[src/rtl/uart_frame_parser_if.sv]
// UART command-frame parser bus: received byte stream in, decoded command / error out.
interface uart_frame_parser_if #(
    parameter int unsigned MAX_PARA_BYTES = 8
);
    localparam int unsigned PL_W = 8 * MAX_PARA_BYTES;

    logic            i_rx_en;
    logic [7:0]      i_rx_data;
    logic            o_cmd_valid;
    logic [7:0]      o_cmdcode;
    logic [7:0]      o_cmd_len;
    logic [7:0]      o_para_cnt;
    logic [PL_W-1:0] o_para_list;
    logic            o_err_valid;
    logic [1:0]      o_err_code;
    logic            o_busy;

    // Byte source / command consumer side
    modport master (
        output i_rx_en, i_rx_data,
        input  o_cmd_valid, o_cmdcode, o_cmd_len, o_para_cnt, o_para_list,
        input  o_err_valid, o_err_code, o_busy
    );

    // Parser side
    modport slave (
        input  i_rx_en, i_rx_data,
        output o_cmd_valid, o_cmdcode, o_cmd_len, o_para_cnt, o_para_list,
        output o_err_valid, o_err_code, o_busy
    );
endinterface

[src/rtl/uart_frame_parser.sv]
// UART command-frame parser: HEADER, LEN, CMD, PARA x (LEN-1), CHECK.
// Define FRAME_CHECKSUM_EN to verify the additive checksum; otherwise the
// CHECK byte is consumed and ignored.
module uart_frame_parser #(
    parameter int unsigned MAX_PARA_BYTES = 8,
    parameter logic [7:0]  HEADER         = 8'h40,
    parameter int unsigned TIMEOUT_CYCLES = 50000
) (
    input logic               clk,
    input logic               rst_n,
    uart_frame_parser_if.slave bus
);
    localparam int unsigned PL_W  = 8 * MAX_PARA_BYTES;
    localparam int unsigned CNT_W = $clog2(TIMEOUT_CYCLES + 1);

    typedef enum logic [2:0] {ST_IDLE, ST_LEN, ST_CMD, ST_PARA, ST_CHECK} state_t;

    state_t            state_q, state_d;
    logic [7:0]        len_q, len_d;
    logic [7:0]        cmd_q, cmd_d;
    logic [7:0]        idx_q, idx_d;
    logic [PL_W-1:0]   buf_q, buf_d;
    logic [CNT_W-1:0]  tmo_q, tmo_d;
`ifdef FRAME_CHECKSUM_EN
    logic [7:0]        sum_q, sum_d;
`endif
    logic              cmd_valid_q, cmd_valid_d;
    logic [7:0]        cmdcode_q, cmdcode_d;
    logic [7:0]        cmd_len_q, cmd_len_d;
    logic [7:0]        para_cnt_q, para_cnt_d;
    logic [PL_W-1:0]   para_list_q, para_list_d;
    logic              err_valid_q, err_valid_d;
    logic [1:0]        err_code_q, err_code_d;
    logic              busy_q, busy_d;
    logic              len_bad;
    logic              frame_ok;

    // State and datapath registers, synchronous active-low reset
    always_ff @(posedge clk) begin
        if (!rst_n) begin
            state_q     <= ST_IDLE;
            len_q       <= '0;
            cmd_q       <= '0;
            idx_q       <= '0;
            buf_q       <= '0;
            tmo_q       <= '0;
`ifdef FRAME_CHECKSUM_EN
            sum_q       <= '0;
`endif
            cmd_valid_q <= 1'b0;
            cmdcode_q   <= '0;
            cmd_len_q   <= '0;
            para_cnt_q  <= '0;
            para_list_q <= '0;
            err_valid_q <= 1'b0;
            err_code_q  <= '0;
            busy_q      <= 1'b0;
        end else begin
            state_q     <= state_d;
            len_q       <= len_d;
            cmd_q       <= cmd_d;
            idx_q       <= idx_d;
            buf_q       <= buf_d;
            tmo_q       <= tmo_d;
`ifdef FRAME_CHECKSUM_EN
            sum_q       <= sum_d;
`endif
            cmd_valid_q <= cmd_valid_d;
            cmdcode_q   <= cmdcode_d;
            cmd_len_q   <= cmd_len_d;
            para_cnt_q  <= para_cnt_d;
            para_list_q <= para_list_d;
            err_valid_q <= err_valid_d;
            err_code_q  <= err_code_d;
            busy_q      <= busy_d;
        end
    end

    // Next-state, datapath and output decode
    always_comb begin
        state_d     = state_q;
        len_d       = len_q;
        cmd_d       = cmd_q;
        idx_d       = idx_q;
        buf_d       = buf_q;
`ifdef FRAME_CHECKSUM_EN
        sum_d       = sum_q;
        frame_ok    = (bus.i_rx_data == sum_q);
`else
        frame_ok    = 1'b1;
`endif
        cmd_valid_d = 1'b0;
        cmdcode_d   = cmdcode_q;
        cmd_len_d   = cmd_len_q;
        para_cnt_d  = para_cnt_q;
        para_list_d = para_list_q;
        err_valid_d = 1'b0;
        err_code_d  = err_code_q;
        len_bad     = (bus.i_rx_data == 8'd0) ||
                      (32'(bus.i_rx_data) > MAX_PARA_BYTES + 32'd1);

        // Inter-byte idle counter; parked at zero while hunting for a header
        if (state_q == ST_IDLE || bus.i_rx_en) begin
            tmo_d = '0;
        end else begin
            tmo_d = tmo_q + CNT_W'(1);
        end

        if (bus.i_rx_en) begin
            case (state_q)
                ST_IDLE: begin
                    if (bus.i_rx_data == HEADER) begin
                        buf_d   = '0;
                        state_d = ST_LEN;
                    end
                end
                ST_LEN: begin
                    if (len_bad) begin
                        err_valid_d = 1'b1;
                        err_code_d  = 2'd2;
                        state_d     = ST_IDLE;
                    end else begin
                        len_d   = bus.i_rx_data;
                        idx_d   = '0;
`ifdef FRAME_CHECKSUM_EN
                        sum_d   = bus.i_rx_data;
`endif
                        state_d = ST_CMD;
                    end
                end
                ST_CMD: begin
                    cmd_d   = bus.i_rx_data;
`ifdef FRAME_CHECKSUM_EN
                    sum_d   = sum_q + bus.i_rx_data;
`endif
                    state_d = (len_q > 8'd1) ? ST_PARA : ST_CHECK;
                end
                ST_PARA: begin
                    for (int i = 0; i < int'(MAX_PARA_BYTES); i++) begin
                        if (idx_q == 8'(i)) buf_d[i*8 +: 8] = bus.i_rx_data;
                    end
`ifdef FRAME_CHECKSUM_EN
                    sum_d = sum_q + bus.i_rx_data;
`endif
                    idx_d = idx_q + 8'd1;
                    if (idx_q == 8'(len_q - 8'd2)) state_d = ST_CHECK;
                end
                ST_CHECK: begin
                    if (frame_ok) begin
                        cmd_valid_d = 1'b1;
                        cmdcode_d   = cmd_q;
                        cmd_len_d   = len_q;
                        para_cnt_d  = len_q - 8'd1;
                        para_list_d = buf_q;
                    end else begin
                        err_valid_d = 1'b1;
                        err_code_d  = 2'd1;
                    end
                    state_d = ST_IDLE;
                end
                default: state_d = ST_IDLE;
            endcase
        end else if (state_q != ST_IDLE && tmo_q == CNT_W'(TIMEOUT_CYCLES - 1)) begin
            // Stalled frame: this is the final allowed idle cycle
            err_valid_d = 1'b1;
            err_code_d  = 2'd3;
            tmo_d       = '0;
            state_d     = ST_IDLE;
        end

        busy_d = (state_d != ST_IDLE);
    end

    assign bus.o_cmd_valid = cmd_valid_q;
    assign bus.o_cmdcode   = cmdcode_q;
    assign bus.o_cmd_len   = cmd_len_q;
    assign bus.o_para_cnt  = para_cnt_q;
    assign bus.o_para_list = para_list_q;
    assign bus.o_err_valid = err_valid_q;
    assign bus.o_err_code  = err_code_q;
    assign bus.o_busy      = busy_q;
endmodule

[src/flat_wrapper.sv]
// flat-port wrapper written by rule: the top's interface ports become plain ports
module uart_frame_parser_flat 
#(
    parameter int unsigned MAX_PARA_BYTES = 8,
    parameter logic [7:0]  HEADER         = 8'h40,
    parameter int unsigned TIMEOUT_CYCLES = 50000
)
  (clk, rst_n, bus_i_rx_en, bus_i_rx_data, bus_o_cmd_valid, bus_o_cmdcode, bus_o_cmd_len, bus_o_para_cnt, bus_o_para_list, bus_o_err_valid, bus_o_err_code, bus_o_busy);
  uart_frame_parser_if #(.MAX_PARA_BYTES(MAX_PARA_BYTES)) bus_i ();
  input logic clk;
  input logic rst_n;
  input wire logic [$bits(bus_i.i_rx_en)-1:0] bus_i_rx_en;
  input wire logic [$bits(bus_i.i_rx_data)-1:0] bus_i_rx_data;
  output wire logic [$bits(bus_i.o_cmd_valid)-1:0] bus_o_cmd_valid;
  output wire logic [$bits(bus_i.o_cmdcode)-1:0] bus_o_cmdcode;
  output wire logic [$bits(bus_i.o_cmd_len)-1:0] bus_o_cmd_len;
  output wire logic [$bits(bus_i.o_para_cnt)-1:0] bus_o_para_cnt;
  output wire logic [$bits(bus_i.o_para_list)-1:0] bus_o_para_list;
  output wire logic [$bits(bus_i.o_err_valid)-1:0] bus_o_err_valid;
  output wire logic [$bits(bus_i.o_err_code)-1:0] bus_o_err_code;
  output wire logic [$bits(bus_i.o_busy)-1:0] bus_o_busy;
  assign bus_i.i_rx_en = bus_i_rx_en;
  assign bus_i.i_rx_data = bus_i_rx_data;
  assign bus_o_cmd_valid = bus_i.o_cmd_valid;
  assign bus_o_cmdcode = bus_i.o_cmdcode;
  assign bus_o_cmd_len = bus_i.o_cmd_len;
  assign bus_o_para_cnt = bus_i.o_para_cnt;
  assign bus_o_para_list = bus_i.o_para_list;
  assign bus_o_err_valid = bus_i.o_err_valid;
  assign bus_o_err_code = bus_i.o_err_code;
  assign bus_o_busy = bus_i.o_busy;
  uart_frame_parser #(.MAX_PARA_BYTES(MAX_PARA_BYTES), .HEADER(HEADER), .TIMEOUT_CYCLES(TIMEOUT_CYCLES)) u_core (.clk(clk), .rst_n(rst_n), .bus(bus_i));
endmodule
[config.mk]
export PLATFORM = sky130hd
export DESIGN_NAME = uart_frame_parser_flat
export DESIGN_NICKNAME = d
export VERILOG_FILES = /design/src/rtl/uart_frame_parser_if.sv /design/src/rtl/uart_frame_parser.sv /design/src/flat_wrapper.sv
export SDC_FILE = /design/constraint.sdc
export NUM_CORES = 1
export LEC_CHECK = 0
export ABC_AREA = 0
export BUFFER_PORTS_ARGS = -buffer_cell sky130_fd_sc_hd__buf_2
export CAP_MARGIN = 20
export CORE_MARGIN = 2
export CORE_UTILIZATION = 52
export DETAILED_ROUTE_END_ITERATION = 16
export HOLD_SLACK_MARGIN = 0.1
export PLACE_DENSITY = 0.76
export SKIP_LAST_GASP = 1
export SYNTH_ARGS = -nofsm -noshare
export SYNTH_HDL_FRONTEND = slang
export SYNTH_SLANG_ARGS = --single-unit
[constraint.sdc]
create_clock -name clk -period 1.65 [get_ports clk]
set_input_delay 0.33 -clock clk [delete_from_list [all_inputs] [get_ports clk]]
set_output_delay 0.33 -clock clk [all_outputs]
set_load 0.005 [all_outputs]
==> results of run 1 <==
==> worst paths after layout <==
path / start / end / slack [ps] / cells after the start
min: bus_i_rx_data[0] / u_core.cmd_q[0] / 170 / 3
min reg2reg: u_core.bus.o_para_list[16] / u_core.bus.o_para_list[16] / 450 / 2
max: u_core.state_q[0] / u_core.buf_q[35] / -60 / 7
max reg2reg: u_core.state_q[0] / u_core.buf_q[35] / -60 / 7
==> through the flow <==
step / util / setup WS (ps) / power (mW)
final: 0.677 / -58.1 / 9.29
after global routing: 0.677 / -131 / 9.56
after CTS: 0.666 / -65.0 / 9.34
after detailed placement: 0.615 / -248 / 5.09
after global placement: 0.615 / -223 / 5.09
after floorplan: - / 3.38 / 5.02
==> repair_timing <==
action,in CTS,in global routing
buffers inserted,5,1
setup endpoints to repair,69,160
pin swaps,6,15
resized for setup,22,29
cloned,0,3
==> layout make-up <==
cell class / count / area [sq um] / share of cell area
sequential: 200 / 4020 / 0.394
clock buffer: 21 / 450 / 0.0441
timing repair buffer: 201 / 1450 / 0.142
clock inverter: 11 / 159 / 0.0156
inverter: 7 / 31.3 / 0.00306
multi-input combinational: 630 / 3870 / 0.379
tap: 188 / 235 / 0.0230
==> where the power goes <==
group	switching [mW]	leakage [nW]	internal, mW
registers	0.0000984	1.61	4.82
clock network	1.85	0.293	2.46
logic	0.115	2.33	0.0500
==> cell usage in the layout, fill, tap and decap left out, types with 5 or more instances in the layout <==
master	Yosys	layout
nor2_1	44	42
mux2i_1	68	68
nand2_1	259	258
dfxtp_2	0	6
nor3_1	8	8
ha_1	9	6
nand4_1	6	6
clkbuf_16	0	19
buf_4	3	79
xor2_1	15	15
a21oi_1	93	93
nor3b_2	0	5
dfxtp_1	200	192
and3_1	13	12
a211oi_1	7	7
xnor2_1	23	23
nand3_1	12	11
buf_2	15	104
buf_12	0	12
nand3b_1	5	5
==> Yosys cell counts (5+ instances only) <==
| master | count |
|---|---|
| nand4_1 | 6 |
| a211oi_1 | 7 |
| dfxtp_1 | 200 |
| xnor2_1 | 23 |
| xor2_1 | 15 |
| inv_1 | 6 |
| mux2i_1 | 68 |
| nor2_1 | 44 |
| nand2_1 | 259 |
| a21oi_1 | 93 |
| buf_2 | 15 |
| nand3b_1 | 5 |
| nor3_1 | 8 |
| o21ai_0 | 5 |
| nor3b_1 | 8 |
| nand3_1 | 12 |
| and3_1 | 13 |
| clkbuf_1 | 36 |
| ha_1 | 9 |
==> critical path: stages (launching register included) <==
cell and delay [ps]:
dfxtp_4 360, buf_6 120, nor3_4 210, nand4_4 150, a21bo_4 300, a21oi_4 140, buf_12 140, mux2i_1 200
==> cells by family (layout without fill, tap and decap cells) <==
family | after synthesis | in the layout | share of synthesized area
adders and majority gates | 9 | 9 | 0.0142
AOI/OAI and AO/OA | 129 | 129 | 0.102
and+or+nand+nor | 386 | 386 | 0.217
muxes | 68 | 68 | 0.0857
buffers and inverters | 63 | 240 | 0.0347
xor gates and xnor gates | 38 | 38 | 0.0419
DFF | 200 | 200 | 0.504
==> per-layer routing <==
layer	track usage	wire length (um)	vias up
met5	0	0	-
met4	0.0711	340	0
met3	0.0649	909	29
met2	0.393	9560	173
met1	0.301	8430	3155
li1	-	-	3306
==> metrics, run 1 <==
Layout area overhead 28.6%; clock buffer depth 2; 1st-iter DRT viols 534; PortBufs 103; DIE WIDTH 128 um; die area 0.0163 sq mm; # rows 45; asr flop ratio synth 0; Slew @ Worst Pin 582 ps; DR pass1 iterations 5; Tmin final 1710 ps; routed len/inst 15.3 um; critical path arrival 2070 ps; failing checks setup timing; I/O pins 104; H-tree Lvls 4; final hold vios 0; Synth top area share 0.504; # diodes 0; Synth area leader dfxtp_1; final count of negative-setup-slack endpoints 35; largest net degree at the start of global routing 107; fin crit share 1.04; CTS tree done; RSZ-0062 raised after global routing true; initial antenna violation count 0; final setup TNS -752 ps; leakage power 4.24 nW; Post-Layout Cell Count 1,258; Final Slew Violations 0; FMAX 585 MHz; Max FO, Critical Path 8; Slew HR 0.608; Clock transition at path regs 70 ps; placed cells 1,218; via/cell ratio 5.30; Hold Slack 165 ps; synth top area cells dfxtp_1 50%, nand2_1 12%, mux2i_1 8.6%; root buffer cell clkbuf_16; Syn Std Cell Area 0.00794 sq mm; Mapped Cells 893; dpl hpwl 12,000 um; FF+latch count, synth 200; CP Class reg -> reg; Mapped Nets 913; clock latency on the worst-skew pair 440 ps; GR Overflow Total 0; share of layout cells above drive strength 1 0.267; clock buffer count from CTS 17; syn avg cell area 8.89 sq um; VDD IR max 662 uV; Post-Route WL 19,200 um; DR DRC count 0; global-route wire length before repair 30,800 um; register area share after synthesis 0.504; Synth cell types 55; Die Ht 128 um; CP Capture Type flop; total clock sinks 200; Post-synth EDFFs 0; CP startpoint kind flop; antenna-violating nets left 0; pwr dens 910 mW/mm^2; status finished with violations; Initial Util 0.526; Max Cap Viol 0; design area 0.0102 sq mm; DP Area 0.00928 sq mm; Final Wtd Congestion 0.833; Critical Path RT 2010 ps; DR vias 6,663; worst clock skew 10.2 ps; Post-CTS Hold Fix Bufs 0; worst min path class in -> reg; synthesis warning total 0; Top FF cell, synth dfxtp_1; fin nets 1,077; total track usage 0.236; Fillers 1,153; number of global-route vias before repair 6,273; final worst setup slack -58.1 ps; Core ar. 0.0151 sq mm
Power figures use the tool's default switching activity.
==> inputs of run 2 (changes only) <==
Settings changed: CELL_PAD_IN_SITES_DETAIL_PLACEMENT from default to 0, CELL_PAD_IN_SITES_GLOBAL_PLACEMENT from default to 1, CORE_UTILIZATION 52 to 39, PLACE_DENSITY 0.76 to default, PLACE_DENSITY_LB_ADDON from default to 0.1.
==> run 2 against run 1 <==
The run still ends with setup timing left. Final area grew 1.4%. Sequential share of layout area shrank 0.64 points. Largest power group unchanged. Setup slack lost 48 ps. Non-clock buffer count grew 10. Utilization shrank 16 points. Clock skew grew 0.63 ps. Largest cell class unchanged. Worst hold slack gained 17 ps. First-iteration DRC count shrank 51%. Highest routed layer unchanged.
==> metrics, run 2 (synthesis results as in run 1) <==
CP Capture Type flop (unchanged); leakage power 4.26 nW (was 4.24 nW); CP startpoint kind flop (unchanged); slowest CP cell dfxtp_2 (was dfxtp_4); Die Ht 147 um (was 128 um); Slew HR 0.588 (was 0.608); Max Cap Viol 0 (unchanged); via/cell ratio 4.68 (was 5.30); GR Overflow Total 0 (unchanged); clock latency on the worst-skew pair 430 ps (was 440 ps); pwr dens 883 mW/mm^2 (was 910 mW/mm^2); fin crit share 1.06 (was 1.04); worst path cell trace buf_6, nor3_4, nand4_4, buf_6, a21boi_4, buf_12, o21ai_4, mux2i_1 (was buf_6, nor3_4, nand4_4, a21bo_4, a21oi_4, buf_12, mux2i_1); Clock transition at path regs 70 ps (about the same); dpl hpwl 12,800 um (was 12,000 um); largest net degree at the start of global routing 107 (unchanged); Final Wtd Congestion 0.780 (was 0.833); Initial Util 0.395 (was 0.526); Fillers 1,903 (was 1,153); VDD IR max 702 uV (was 662 uV); total track usage 0.179 (was 0.236); DR vias 6,323 (was 6,663); Slew @ Worst Pin 612 ps (was 582 ps); clock buffer depth 2 (unchanged); commonest non-fill, non-tap cell in the layout nand2_1 (unchanged); share of layout cells above drive strength 1 0.276 (was 0.267); worst clock skew 10.8 ps (was 10.2 ps); worst min path class in -> reg (unchanged); total clock sinks 200 (unchanged); commonest non-fill, non-tap cells in the layout 259 x nand2_1, 195 x dfxtp_1, 103 x buf_2 (was 258 x nand2_1, 192 x dfxtp_1, 104 x buf_2); Tmin final 1760 ps (was 1710 ps); Critical Path RT 1950 ps (was 2010 ps); Max FO, Critical Path 8 (unchanged); placed cells 1,309 (was 1,218); most frequent CP cell buf_6; critical path arrival 2050 ps (was 2070 ps); Post-Layout Cell Count 1,350 (was 1,258); antenna-violating nets left 0 (unchanged); Layout area overhead 30.4% (was 28.6%); # diodes 0 (unchanged); fin nets 1,087 (was 1,077); clock buffer count from CTS 17 (unchanged); root buffer cell clkbuf_16 (unchanged); Core ar. 0.0201 sq mm (was 0.0151 sq mm); number of global-route vias before repair 6,032 (was 6,273); RSZ-0062 raised after global routing true (unchanged); final hold vios 0 (unchanged); initial antenna violation count 0 (unchanged); I/O pins 104 (unchanged); DR pass1 iterations 4 (was 5); CTS tree done (unchanged); Final Slew Violations 0 (unchanged); crit-path max cell delay 350 ps (was 360 ps); final worst setup slack -106 ps (was -58.1 ps); PortBufs 103 (unchanged); status finished with violations (unchanged); CP Class reg -> reg (unchanged); FMAX 570 MHz (was 585 MHz); H-tree Lvls 4 (unchanged); # rows 52 (was 45); DR DRC count 0 (unchanged); DIE WIDTH 147 um (was 128 um); final count of negative-setup-slack endpoints 78 (was 35); Post-CTS Hold Fix Bufs 0 (unchanged); failing checks setup timing (unchanged); routed len/inst 14.4 um (was 15.3 um); die area 0.0215 sq mm (was 0.0163 sq mm); final setup TNS -6060 ps (was -752 ps); 1st-iter DRT viols 262 (was 534); global-route wire length before repair 31,000 um (was 30,800 um); Post-Route WL 19,400 um (was 19,200 um); Layout Utilization 0.515 (was 0.677)
==> run 2: cell count changes in the layout (fill, tap and decap cells not counted), sizes merged <==
| cell | before | now |
|---|---|---|
| clkinvlp | 2 | 3 |
| buf | 199 | 211 |
| inv | 12 | 9 |
| bufinv | 3 | 2 |
| clkinv | 1 | 6 |
| clkbuf | 23 | 19 |
==> run 2: metrics by stage <==
step | hold WS (ps) | instance area [sq um] | total power, mW | setup slack, ps
after floorplan | 413 | 7960 | 5.02 | 3.38
after global placement | 441 | 9470 | 5.10 | -292
after detailed placement | 445 | 9470 | 5.10 | -287
after CTS | 170 | 10200 | 9.23 | -134
after global routing | 174 | 10400 | 9.45 | -190
final | 182 | 10400 | 9.14 | -106
==> run 2: power by group <==
part	internal [mW]	switching [mW]	total, mW	leakage, nW
registers	4.82	0.0000942	4.82	1.61
logic	0.0518	0.115	0.167	2.38
clock network	2.26	1.89	4.15	0.276
==> run 2: layout make-up <==
cell class              instances  area, sq um  share of cell area
clock buffers                  19          433              0.0418
repair buffers                211         1510               0.146
clock inverters                13          148              0.0143
inverters                       7         32.5             0.00314
flip-flops and latches        200         4010               0.387
multi-input cells             630         3890               0.375
well taps                     270          338              0.0326
==> run 2: layer usage <==
metal,track usage,share of wire
met1,0.245,0.50
met4,0.0481,0.011
met2,0.295,0.47
met5,0,0
met3,0.0286,0.023
==> run 2: final timing paths <==
check                                           startpoint  cells past startpoint                    endpoint  slack, ps
worst max-delay path                     u_core.state_q[0]                      8            u_core.buf_q[10]       -110
worst min-delay path                      bus_i_rx_data[2]                      3             u_core.cmd_q[2]        180
worst max register to register           u_core.state_q[0]                      8            u_core.buf_q[10]       -110
worst min register to register  u_core.bus.o_para_list[62]                      2  u_core.bus.o_para_list[62]        450
==> run 2: timing repair <==
action / CTS / global route
buffers inserted: 3 / 5
endpoints found under the setup margin: 79 / 100
gates cloned: 0 / 1
pin swaps: 7 / 10
gates resized for setup: 16 / 34
==> run 2: worst max-delay path, delay by kind of cell, from the launching register on <==
kind                   cells  cell delay (ps)
AO/OA/AOI/OAI              2              260
buffers and inverters      3              420
AND/OR/NAND/NOR            2              430
flip-flops                 1              350
multiplexers               1              150
